[src/rtl/hist_pkg.sv]
// Shared constants for the histogram CDF reader: geometry of the scratch histogram and FSM encodings.
// Latency: n/a (constants only).
// Backpressure: n/a.
package hist_pkg;

    localparam int NUM_BINS      = 256;
    localparam int BIN_W         = 32;
    localparam int BINS_PER_WORD = 4;
    localparam int WORD_W        = BIN_W * BINS_PER_WORD;
    localparam int HIST_WORDS    = NUM_BINS / BINS_PER_WORD;

    // Reader FSM encodings
    localparam logic [1:0] ST_IDLE  = 2'd0;
    localparam logic [1:0] ST_READ  = 2'd1;
    localparam logic [1:0] ST_DRAIN = 2'd2;
    localparam logic [1:0] ST_DONE  = 2'd3;

endpackage

[src/rtl/hist_word_fifo.sv]
// Two-entry first-word-fall-through FIFO holding scratch words; count feeds read-credit tracking.
// Latency: 0 cycles when empty (push data appears on head the same cycle), otherwise head is the oldest entry.
// Backpressure: none internally; the producer must never push when full (guaranteed by the reader's credit rule).
module hist_word_fifo
    import hist_pkg::*;
#(
    parameter int WIDTH = WORD_W
) (
    input  logic             clock,
    input  logic             reset,
    input  logic             push,
    input  logic [WIDTH-1:0] push_dat,
    input  logic             pop,
    output logic             head_vld,
    output logic [WIDTH-1:0] head_dat,
    output logic [1:0]       count
);

    logic [WIDTH-1:0] mem [2];
    logic             wr_ptr;
    logic             rd_ptr;
    logic             store;
    logic             take;

    // A push that is consumed straight through an empty FIFO is never stored
    assign store    = push & ~((count == 2'd0) & pop);
    assign take     = pop & (count != 2'd0);
    assign head_vld = (count != 2'd0) | push;
    assign head_dat = (count != 2'd0) ? mem[rd_ptr] : push_dat;

    // Pointer and occupancy bookkeeping
    always_ff @(posedge clock or negedge reset) begin
        if (!reset) begin
            wr_ptr <= 1'b0;
            rd_ptr <= 1'b0;
            count  <= 2'd0;
        end else begin
            if (store) wr_ptr <= ~wr_ptr;
            if (take)  rd_ptr <= ~rd_ptr;
            count <= count + 2'(store) - 2'(take);
        end
    end

    // Data storage needs no reset; occupancy qualifies it
    always_ff @(posedge clock) begin
        if (store) mem[wr_ptr] <= push_dat;
    end

endmodule

[src/rtl/hist_cdf_reader.sv]
// Reads the packed scratch histogram, unpacks bins and streams a saturating running CDF, one value per bin.
// Latency: first cdf_valid 1 + MEM_RD_LAT + 1 cycles after start; 1 bin/cycle when cdf_ready stays high.
// Backpressure: cdf_ready stalls the output register; reads are credit-limited to 2 words so nothing is lost.
// Optional build macro HIST_RD_CLEAR_EN adds a write port that zeroes each scratch word once consumed.
module hist_cdf_reader
    import hist_pkg::*;
#(
    parameter int ADDR_W        = 16,
    parameter int BIN_W         = hist_pkg::BIN_W,
    parameter int BINS_PER_WORD = hist_pkg::BINS_PER_WORD,
    parameter int NUM_BINS      = hist_pkg::NUM_BINS,
    parameter int BASE_ADDR     = 0,
    parameter int MEM_RD_LAT    = 1
) (
    input  logic                           clock,
    input  logic                           reset,
    input  logic                           start,
    output logic                           read_enable,
    output logic [ADDR_W-1:0]              read_address,
    input  logic [BIN_W*BINS_PER_WORD-1:0] rdata,
    output logic                           cdf_valid,
    input  logic                           cdf_ready,
    output logic [7:0]                     cdf_bin,
    output logic [BIN_W-1:0]               cdf_value,
    output logic                           cdf_last,
    output logic                           busy,
    output logic                           done
`ifdef HIST_RD_CLEAR_EN
    ,
    output logic                           write_enable,
    output logic [ADDR_W-1:0]              write_address,
    output logic [BIN_W*BINS_PER_WORD-1:0] wdata
`endif
);

    localparam int                WORD_BITS = BIN_W * BINS_PER_WORD;
    localparam int                N_WORDS   = NUM_BINS / BINS_PER_WORD;
    localparam int                LANE_W    = (BINS_PER_WORD > 1) ? $clog2(BINS_PER_WORD) : 1;
    localparam logic [ADDR_W-1:0] BASE      = ADDR_W'(BASE_ADDR);
    localparam logic [ADDR_W-1:0] LAST_WORD = ADDR_W'(N_WORDS - 1);
    localparam logic [7:0]        LAST_BIN  = 8'(NUM_BINS - 1);
    localparam logic [LANE_W-1:0] LAST_LANE = LANE_W'(BINS_PER_WORD - 1);

    logic [1:0]            state;
    logic                  start_go;
    logic [ADDR_W-1:0]     word_cnt;
    logic [ADDR_W-1:0]     addr_q;
    logic [MEM_RD_LAT-1:0] rd_pipe;
    logic                  issue;
    logic                  push;
    logic                  pop;
    logic                  load;
    logic                  hs;
    logic [1:0]            fifo_cnt;
    logic                  head_vld;
    logic [WORD_BITS-1:0]  head_dat;
    logic [LANE_W-1:0]     lane;
    logic [7:0]            bin_cnt;
    logic [BIN_W-1:0]      acc;
    logic [BIN_W-1:0]      acc_eff;
    logic [BIN_W-1:0]      bin_sel;
    logic [BIN_W:0]        sum_wide;
    logic [BIN_W-1:0]      sum_sat;
    logic                  out_vld;
    logic                  out_last;
    logic [7:0]            out_bin;
    logic [BIN_W-1:0]      out_val;

    assign start_go = (state == ST_IDLE) & start;
    // Words in flight plus words buffered never exceed the FIFO depth
    assign issue    = (state == ST_READ) && (($countones(rd_pipe) + int'(fifo_cnt)) < 2);
    assign push     = rd_pipe[MEM_RD_LAT-1];
    assign hs       = out_vld & cdf_ready;
    assign load     = head_vld & (~out_vld | cdf_ready);
    assign pop      = load & (lane == LAST_LANE);
    assign bin_sel  = head_dat[lane*BIN_W +: BIN_W];
    // The value being accepted this cycle is already part of the running sum
    assign acc_eff  = hs ? out_val : acc;
    assign sum_wide = {1'b0, acc_eff} + {1'b0, bin_sel};
    assign sum_sat  = sum_wide[BIN_W] ? {BIN_W{1'b1}} : sum_wide[BIN_W-1:0];

    hist_word_fifo #(.WIDTH(WORD_BITS)) u_fifo (
        .clock    (clock),
        .reset    (reset),
        .push     (push),
        .push_dat (rdata),
        .pop      (pop),
        .head_vld (head_vld),
        .head_dat (head_dat),
        .count    (fifo_cnt)
    );

    // Pass sequencing: issue all reads, wait for the last bin to drain, pulse done
    always_ff @(posedge clock or negedge reset) begin
        if (!reset) begin
            state <= ST_IDLE;
        end else begin
            case (state)
                ST_IDLE:  if (start) state <= ST_READ;
                ST_READ:  if (issue && (word_cnt == LAST_WORD)) state <= ST_DRAIN;
                ST_DRAIN: if (hs && out_last) state <= ST_DONE;
                default:  state <= ST_IDLE;
            endcase
        end
    end

    // Read address generation and in-flight tracking; a reset empties the pipe so late data is ignored
    always_ff @(posedge clock or negedge reset) begin
        if (!reset) begin
            word_cnt <= '0;
            addr_q   <= '0;
            rd_pipe  <= '0;
        end else begin
            rd_pipe <= (rd_pipe << 1) | MEM_RD_LAT'(issue);
            if (start_go) begin
                word_cnt <= '0;
            end else if (issue) begin
                word_cnt <= word_cnt + ADDR_W'(1);
                addr_q   <= BASE + word_cnt;
            end
        end
    end

    // Lane unpack, output register and accumulator
    always_ff @(posedge clock or negedge reset) begin
        if (!reset) begin
            acc      <= '0;
            lane     <= '0;
            bin_cnt  <= '0;
            out_vld  <= 1'b0;
            out_last <= 1'b0;
            out_bin  <= '0;
            out_val  <= '0;
        end else if (start_go) begin
            acc     <= '0;
            lane    <= '0;
            bin_cnt <= '0;
            out_vld <= 1'b0;
        end else begin
            if (hs) acc <= out_val;
            if (load) begin
                out_vld  <= 1'b1;
                out_val  <= sum_sat;
                out_bin  <= bin_cnt;
                out_last <= (bin_cnt == LAST_BIN);
                bin_cnt  <= bin_cnt + 8'd1;
                lane     <= (lane == LAST_LANE) ? '0 : lane + LANE_W'(1);
            end else if (hs) begin
                out_vld <= 1'b0;
            end
        end
    end

    assign read_enable  = issue;
    assign read_address = issue ? (BASE + word_cnt) : addr_q;
    assign cdf_valid    = out_vld;
    assign cdf_bin      = out_bin;
    assign cdf_value    = out_val;
    assign cdf_last     = out_last;
    assign busy         = (state != ST_IDLE);
    assign done         = (state == ST_DONE);

`ifdef HIST_RD_CLEAR_EN
    logic [ADDR_W-1:0] pop_cnt;

    // Zero each scratch word the cycle after its last lane leaves the FIFO
    always_ff @(posedge clock or negedge reset) begin
        if (!reset) begin
            pop_cnt       <= '0;
            write_enable  <= 1'b0;
            write_address <= '0;
        end else begin
            write_enable <= pop;
            if (start_go) begin
                pop_cnt <= '0;
            end else if (pop) begin
                pop_cnt       <= pop_cnt + ADDR_W'(1);
                write_address <= BASE + pop_cnt;
            end
        end
    end

    assign wdata = '0;
`endif

endmodule

[config.mk]
export PLATFORM = sky130hd
export DESIGN_NAME = hist_cdf_reader
export DESIGN_NICKNAME = d
export VERILOG_FILES = /design/src/rtl/hist_pkg.sv /design/src/rtl/hist_word_fifo.sv /design/src/rtl/hist_cdf_reader.sv
export SDC_FILE = /design/constraint.sdc
export NUM_CORES = 1
export LEC_CHECK = 0
export ABC_AREA = 1
export BUFFER_PORTS_ARGS = -buffer_cell sky130_fd_sc_hd__buf_2
export CORE_UTILIZATION = 30
export CTS_CLUSTER_SIZE = 24
export DETAILED_ROUTE_END_ITERATION = 8
export HOLD_SLACK_MARGIN = 0.05
export PLACE_DENSITY_LB_ADDON = 0.1
export SLEW_MARGIN = 10
export SYNTH_ARGS = -nofsm -noshare
export SYNTH_HDL_FRONTEND = slang
export SYNTH_SLANG_ARGS = --single-unit
[constraint.sdc]
create_clock -name clock -period 11.64 [get_ports clock]
set_clock_uncertainty 0.05 [all_clocks]
set_input_delay 0 -clock clock [delete_from_list [all_inputs] [get_ports clock]]
set_output_delay 0 -clock clock [all_outputs]
set_load 0.02 [all_outputs]
==> results by group, run 1 <==
Clocking
  – Clock Pin Slew Worst Setup and Hold Paths: 0.05 ns
  – # Post-CTS Setup Buffers: 0
  – TritonCTS Sinks: 379
  – Worst skew pair latency: 0.60 ns
  – CTS HTree Levels: 2
  – Deepest clock path buffer count: 3
  – Clock Tree Root: clkbuf_16
  – Number of gates resized after cts: 0
  – TritonCTS clock tree: built
  – TritonCTS buffer count: 47
  – Cts-stage hold buffer count: 133

Logic synthesis
  – Post-synth cell types: 45
  – Predominant post-synthesis flop cell: edfxtp_1
  – Syn_nets: 2,440
  – Proportion of synthesized chip area in sequential cells: 54.6%
  – Compound-gate portion of the synthesized area: 14.0%
  – Post-Synth XOR/XNOR Area: 0.933%
  – Avg Inst Size Synth: 8.70 um^2
  – Top cell type's share of synthesized area: 39.0%
  – Synth warn: 0
  – Post-synth EDFFs: 256
  – Seq cells post-synth: 379
  – Cell taking the most area after synthesis: edfxtp_1
  – Post-Synth Adder-Cell Area: 2.70%
  – Post-synthesis cell area: 19,700 um^2
  – Synth Area in Simple Gates: 17.3%
  – Asr flop ratio synth: 32.5%
  – Largest cells by area after synthesis: edfxtp_1 39%, dfrtp_1 16%, nand2_1 8.7%
  – Main combinational cell family by area after synthesis: simple AND/OR/NAND/NOR gates
  – Cells after Synth: 2,266
  – Mux cell area share after synthesis: 0.400%

Power and ir drop
  – Pwr/cell area: 326 nW/um^2
  – Final Total Pwr: 7900 uW
  – Leak pwr: 0.0109 uW
  – Peak VDD IR: 0.155 mV

GRT
  – Initial antenna violation count: 2
  – GRT Total Usage: 18.7%
  – Gr ovfl total: 0
  – Vias in the first global route: 15.6k
  – Largest net degree at the start of global routing: 72
  – First-pass GRT wire length: 96,200 um

Floorplanning
  – Full die area: 66,700 um^2
  – Die X: 258 um
  – Ports: 193
  – Starting density of the core: 30.5%
  – Rows: 93
  – Die height: 258 um
  – Core box area: 64,700 um^2

Critical path
  – CP Launch Type: flop
  – Slowest CP cell: clkinv_2
  – Critical-path cell list: nor2_4, buf_4, clkinv_2, buf_4, o21ai_0, o22ai_1, o21ai_0, inv_1, ha_1, nand2_1, nor3_2, nand2_1, nand3_2, nor2_4, nand2_2, nand2_2, nand3_2, and2_1
  – Crit path max fanout: 62
  – Crit path max-delay family: buffers and inverters
  – Setup crit end kind: flop
  – Critical Path RT: 12.04 ns
  – Critical path class: reg2reg
  – Buf+Inv Stages, Crit Path: 4
  – Data arrival, critical path: 5.57 ns
  – Crit-path max cell delay: 0.63 ns

Detailed routing
  – DR WL/cell: 18.1 um
  – DR vias: 15.9k
  – Total wire length: 62,400 um
  – DRT Pass-1 Iters: 5
  – Via-per-instance ratio: 4.60
  – Remaining antenna violation count: 0
  – Drt drc: 0
  – Number of DRC markers in iteration 0: 1,029

Placement
  – Port buffer count: 192
  – HPWL Detailed: 42,600 um
  – Worst slack, placed: 6.46 ns
  – Routability-driven placement congestion ratio: 0.838

STA
  – Final slew viol count: 0
  – Setup slack after layout: 6.47 ns
  – Crit share post-route: 44.4%
  – Final setup viols: 0
  – Max Freq: 193 MHz
  – Fin. Hold Viols: 0
  – Min Tclk post-route: 5.17 ns
  – Worst slew margin: 32.9%
  – Worst slew pin tran: 1.01 ns
  – RSZ-0062 raised after global routing: no
  – TNS Setup: 0 ns

Layout
  – Layout cells sized above 1: 12.8%
  – Filler Cell Count: 6,778
  – Commonest non-fill, non-tap cell in the layout: nand2_1
  – Area grow syn2layout: 23.0%
  – Seq. cell area: 10,800 um^2
  – Nets: 2,732
  – Commonest non-fill, non-tap cells in the layout: 455 x nand2_1, 411 x inv_1, 281 x o21ai_0
  – Footprint of the multi-input gates: 6980 um^2

Hold path
  – Min-delay worst type: in2reg

Flow run
  – Max_cap viols: 0

Status
  – Status: finished clean
final timing paths:
path                                endpoint  slack (ns)  cells after the start            start
setup / recovery               cdf_value[23]        6.47                     18  u_fifo.count[0]
hold / removal             u_fifo.mem[0][80]        0.09                      2        rdata[80]
setup reg to reg               cdf_value[23]        6.47                     18  u_fifo.count[0]
hold reg to reg                   bin_cnt[2]        0.41                      1       bin_cnt[2]
max in group asynchronous      u_fifo.rd_ptr        9.79                      4            reset
min in group asynchronous            acc[29]        0.41                      3            reset
cell families after synthesis:
| kind of cell | Yosys count |
|---|---|
| mux | 7 |
| xor+xnor | 21 |
| simple gates | 819 |
| fa+ha+maj | 42 |
| compound gates | 483 |
| flops | 379 |
| buf+inv | 515 |
synth_stat cells, types with 11 or more instances:
master	count
nand2_1	456
inv_1	413
o21ai_0	281
edfxtp_1	256
nor2_1	227
dfrtp_1	123
a211oi_1	63
a21oi_1	57
clkbuf_1	55
o22ai_1	52
nand3_1	45
ha_1	41
buf_2	37
nor3_1	18
nand4_1	14
o221ai_1	13
or2_2	13
xor2_1	12
and2_1	11
report_power, final:
part | switching (uW) | leakage, uW | internal [uW]
registers | 177 | 0.00387 | 1810
clock network | 588 | 0.000689 | 790
logic | 3130 | 0.00632 | 1410
through the flow:
step           hold WS [ns]  utilization, %  instance area (um^2)  std cells
2_1_floorplan        -0.346               -                 19700       2266
3_3_place_gp         0.0988            33.2                 21500       3231
3_5_place_dp          0.110            33.2                 21500       3231
4_1_cts              0.0665            37.5                 24200       3446
5_1_grt              0.0875            37.5                 24200       3447
6_report             0.0923            37.5                 24300       3448
registers in the layout, indices dropped and copies added, names as in the netlist:
name and cells:
word_cnt 16, lane 2, u_fifo.count 2, cdf_bin 8, addr_q 16, bin_cnt 8
u_fifo.rd_ptr 1, acc 32, push 1, u_fifo.wr_ptr 1, u_fifo.mem 256, cdf_last 1
cdf_valid 1, cdf_value 32, state 2
routing by layer:
layer	global-route usage (%)	wire [um]	vias to the layer above	share of wire [%]
li1	-	-	8013	-
met1	26.5	30300	7469	49
met2	29.8	28100	315	45
met3	2.71	2610	71	4.2
met4	5.10	1360	0	2.2
met5	0	0	-	0
area by class of cell:
class | count | area share, %
Tap cell | 855 | 4.41
Antenna cell | 2 | 0.0206
Multi-Input combinational cell | 1372 | 28.8
Inverter | 413 | 6.40
Sequential cell | 379 | 44.4
Timing Repair Buffer | 345 | 10.1
Clock buffer | 64 | 5.28
Clock inverter | 18 | 0.578
No activity file was read; power rests on OpenSTA's default activity.
==> run 2, diff against run 1 <==
Settings changed: ABC_AREA 1 to 0.
Clock period 11.64 ns to 5 ns, I/O delays scaled along.
==> results by group, run 2 <==
Status
  – Status: finished clean

Critical path
  – Data arrival, critical path: 4.86 ns
  – R2R Path End: cdf_value[27]
  – Setup crit end kind: flop
  – Crit-path max cell delay: 0.75 ns
  – R2R depth: 13
  – Crit path max fanout: 29
  – Flop2flop setup slack: 0.54 ns
  – Critical-path cell list: buf_4, mux4_2, o211ai_1, o21ai_0, ha_1, a21oi_1, o21ai_1, a2111oi_0, and3_1, nor2_1, a2111oi_2, and4b_1, o22a_1
  – CP Launch Type: flop
  – Critical path class: reg2reg
  – Buf+Inv Stages, Crit Path: 1
  – Worst r2r src: lane[0]
  – Crit path max-delay family: compound AO/OA/AOI/OAI gates
  – Critical Path RT: 5.40 ns
  – Slowest CP cell: dfrtp_4

Clocking
  – Worst skew pair latency: 0.58 ns
  – TritonCTS clock tree: built
  – # Post-CTS Setup Buffers: 0
  – TritonCTS Sinks: 379
  – Number of gates resized after cts: 0
  – CTS HTree Levels: 2
  – Clock Pin Slew Worst Setup and Hold Paths: 0.06 ns
  – Clock Tree Root: clkbuf_16
  – Cts-stage hold buffer count: 132
  – TritonCTS buffer count: 47
  – Deepest clock path buffer count: 3

Logic synthesis
  – Most frequent cell after synthesis: edfxtp_1
  – Predominant post-synthesis flop cell: edfxtp_1
  – Post-synthesis cell area: 17,800 um^2
  – Asr flop ratio synth: 32.5%
  – Cell taking the most area after synthesis: edfxtp_1
  – Top cell type's share of synthesized area: 43.1%
  – Avg Inst Size Synth: 13.9 um^2
  – Post-synth cell types: 60
  – Synth warn: 0
  – Post-synth EDFFs: 256
  – Largest cells by area after synthesis: edfxtp_1 43%, dfrtp_1 17%, mux4_2 8.1%
  – Syn_nets: 1,458
  – Cells after Synth: 1,284
  – Post-synth top cells: 256 x edfxtp_1, 130 x nand2_1, 123 x dfrtp_1, 80 x o21ai_0, 69 x mux2i_1
  – Proportion of synthesized chip area in sequential cells: 60.3%
  – Seq cells post-synth: 379

Layout
  – Reg with most FFs: u_fifo.mem
  – Nets: 1,797
  – N_diodes: 0
  – Max FFs per register: 256
  – Layout cells sized above 1: 26.8%
  – Area grow syn2layout: 27.3%
  – Commonest non-fill, non-tap cells in the layout: 256 x edfxtp_1, 191 x buf_2, 132 x dlygate4sd3_1
  – Commonest non-fill, non-tap cell in the layout: edfxtp_1

STA
  – Max Freq: 224 MHz
  – Final setup viols: 0
  – RSZ-0062 raised after global routing: no
  – Worst slew pin tran: 1.09 ns
  – Min Tclk post-route: 4.46 ns
  – Crit share post-route: 89.1%
  – Fin. Hold Viols: 0
  – TNS Setup: 0 ns
  – Final slew viol count: 0
  – Worst hold slack: 0.0380 ns
  – Worst slew margin: 27.5%

Floorplanning
  – Die height: 246 um
  – Rows: 89
  – Starting density of the core: 30.3%
  – Ports: 193
  – Full die area: 60,500 um^2
  – Die X: 246 um
  – Core box area: 58,900 um^2

GRT
  – Gr ovfl total: 0
  – First-pass GRT wire length: 75,000 um
  – GRT Total Usage: 16.3%
  – Initial antenna violation count: 0
  – Largest net degree at the start of global routing: 113
  – Vias in the first global route: 12.2k

Power and ir drop
  – Peak VDD IR: 0.318 mV
  – Internal power: 9680 uW
  – Leak pwr: 0.00859 uW
  – Logic pwr share: 52.9%
  – Switch Pwr: 6690 uW
  – Switch share: 40.9%
  – Clock share of power: 19.7%
  – Pwr/cell area: 720 nW/um^2
  – Reg power frac: 27.4%

Flow run
  – Max_cap viols: 0

Detailed routing
  – DR vias: 11.7k
  – Number of DRC markers in iteration 0: 710
  – Total wire length: 48,300 um
  – DRT Pass-1 Iters: 5
  – Remaining antenna violation count: 0
  – Drt drc: 0
  – DR WL/cell: 19.9 um
  – Via-per-instance ratio: 4.81

Hold path
  – Min-delay worst type: in2async

Placement
  – Port buffer count: 192
  – HPWL Detailed: 32,900 um
  – Routability-driven placement congestion ratio: 0.822
[run 2: changes by cell type after synthesis, moves of 34 or more]
| cell | change |
|---|---|
| nor2_1 | -178 |
| o22ai_1 | -50 |
| o21ai_0 | -201 |
| o211ai_1 | +34 |
| nand2_1 | -326 |
| mux4_2 | +64 |
| mux2i_1 | +69 |
| inv_1 | -393 |
| mux2_2 | +58 |
| a211oi_1 | -61 |
[run 2: cell type report]
cell class,count,area [um^2]
tap,773,967
timing repair buffer,363,2700
fill,5665,36200
clock buffer,69,1340
multi-input combinational,812,6740
inverter,20,75.1
sequential,379,10800
clock inverter,17,115
[run 2: per-layer routing]
layer | GRT usage [%] | part of all wire [%]
met3 | 2.87 | 3.9
met2 | 25.0 | 45
met5 | 0 | 0
met1 | 23.5 | 49
met4 | 4.26 | 2.1
[run 2: kinds of logic after synthesis]
family | Yosys count | share of synthesized area [%]
adder cells (fa/ha/maj) | 42 | 2.99
AO/OA/AOI/OAI | 242 | 8.92
XOR/XNOR | 46 | 2.26
flip-flops | 379 | 60.3
buffers and inverters | 93 | 2.06
multiplexers | 198 | 16.0
AND/OR/NAND/NOR | 284 | 7.41
[run 2: stage by stage]
step	util, %	total power [uW]	instance area [um^2]	instances	setup WS, ns
final	38.6	16400	22700	2433	0.543
after global routing	38.6	17600	22700	2433	0.289
after CTS	38.6	16600	22700	2433	0.546
after detailed placement	33.9	13200	19900	2215	0.562
after global placement	33.9	13200	19900	2215	0.593
after floorplan	-	10600	17800	1284	0.0197
[run 2: power by group through the flow]
| stage | Sequential (uW) | Combinational [uW] | Clock (uW) |
|---|---|---|---|
| 4_1_cts | 4510 | 8780 | 3350 |
| 3_5_place_dp | 4570 | 8650 | 0 |
| 2_1_floorplan | 4530 | 6040 | 0 |
| 3_3_place_gp | 4550 | 8690 | 0 |
| 6_report | 4490 | 8650 | 3220 |
| 5_1_grt | 4580 | 9580 | 3460 |
[run 2: worst max path at each step]
stage               startpoint               end  slack, ns  depth (start not counted)
2_1_floorplan  u_fifo.count[0]  u_fifo.mem[0][0]       0.02                          6
3_3_place_gp           lane[0]     cdf_value[29]       0.59                         13
3_5_place_dp     u_fifo.rd_ptr     cdf_value[27]       0.56                         14
4_1_cts          u_fifo.rd_ptr     cdf_value[27]       0.55                         14
5_1_grt                lane[0]     cdf_value[27]       0.29                         13
6_report               lane[0]     cdf_value[27]       0.54                         13
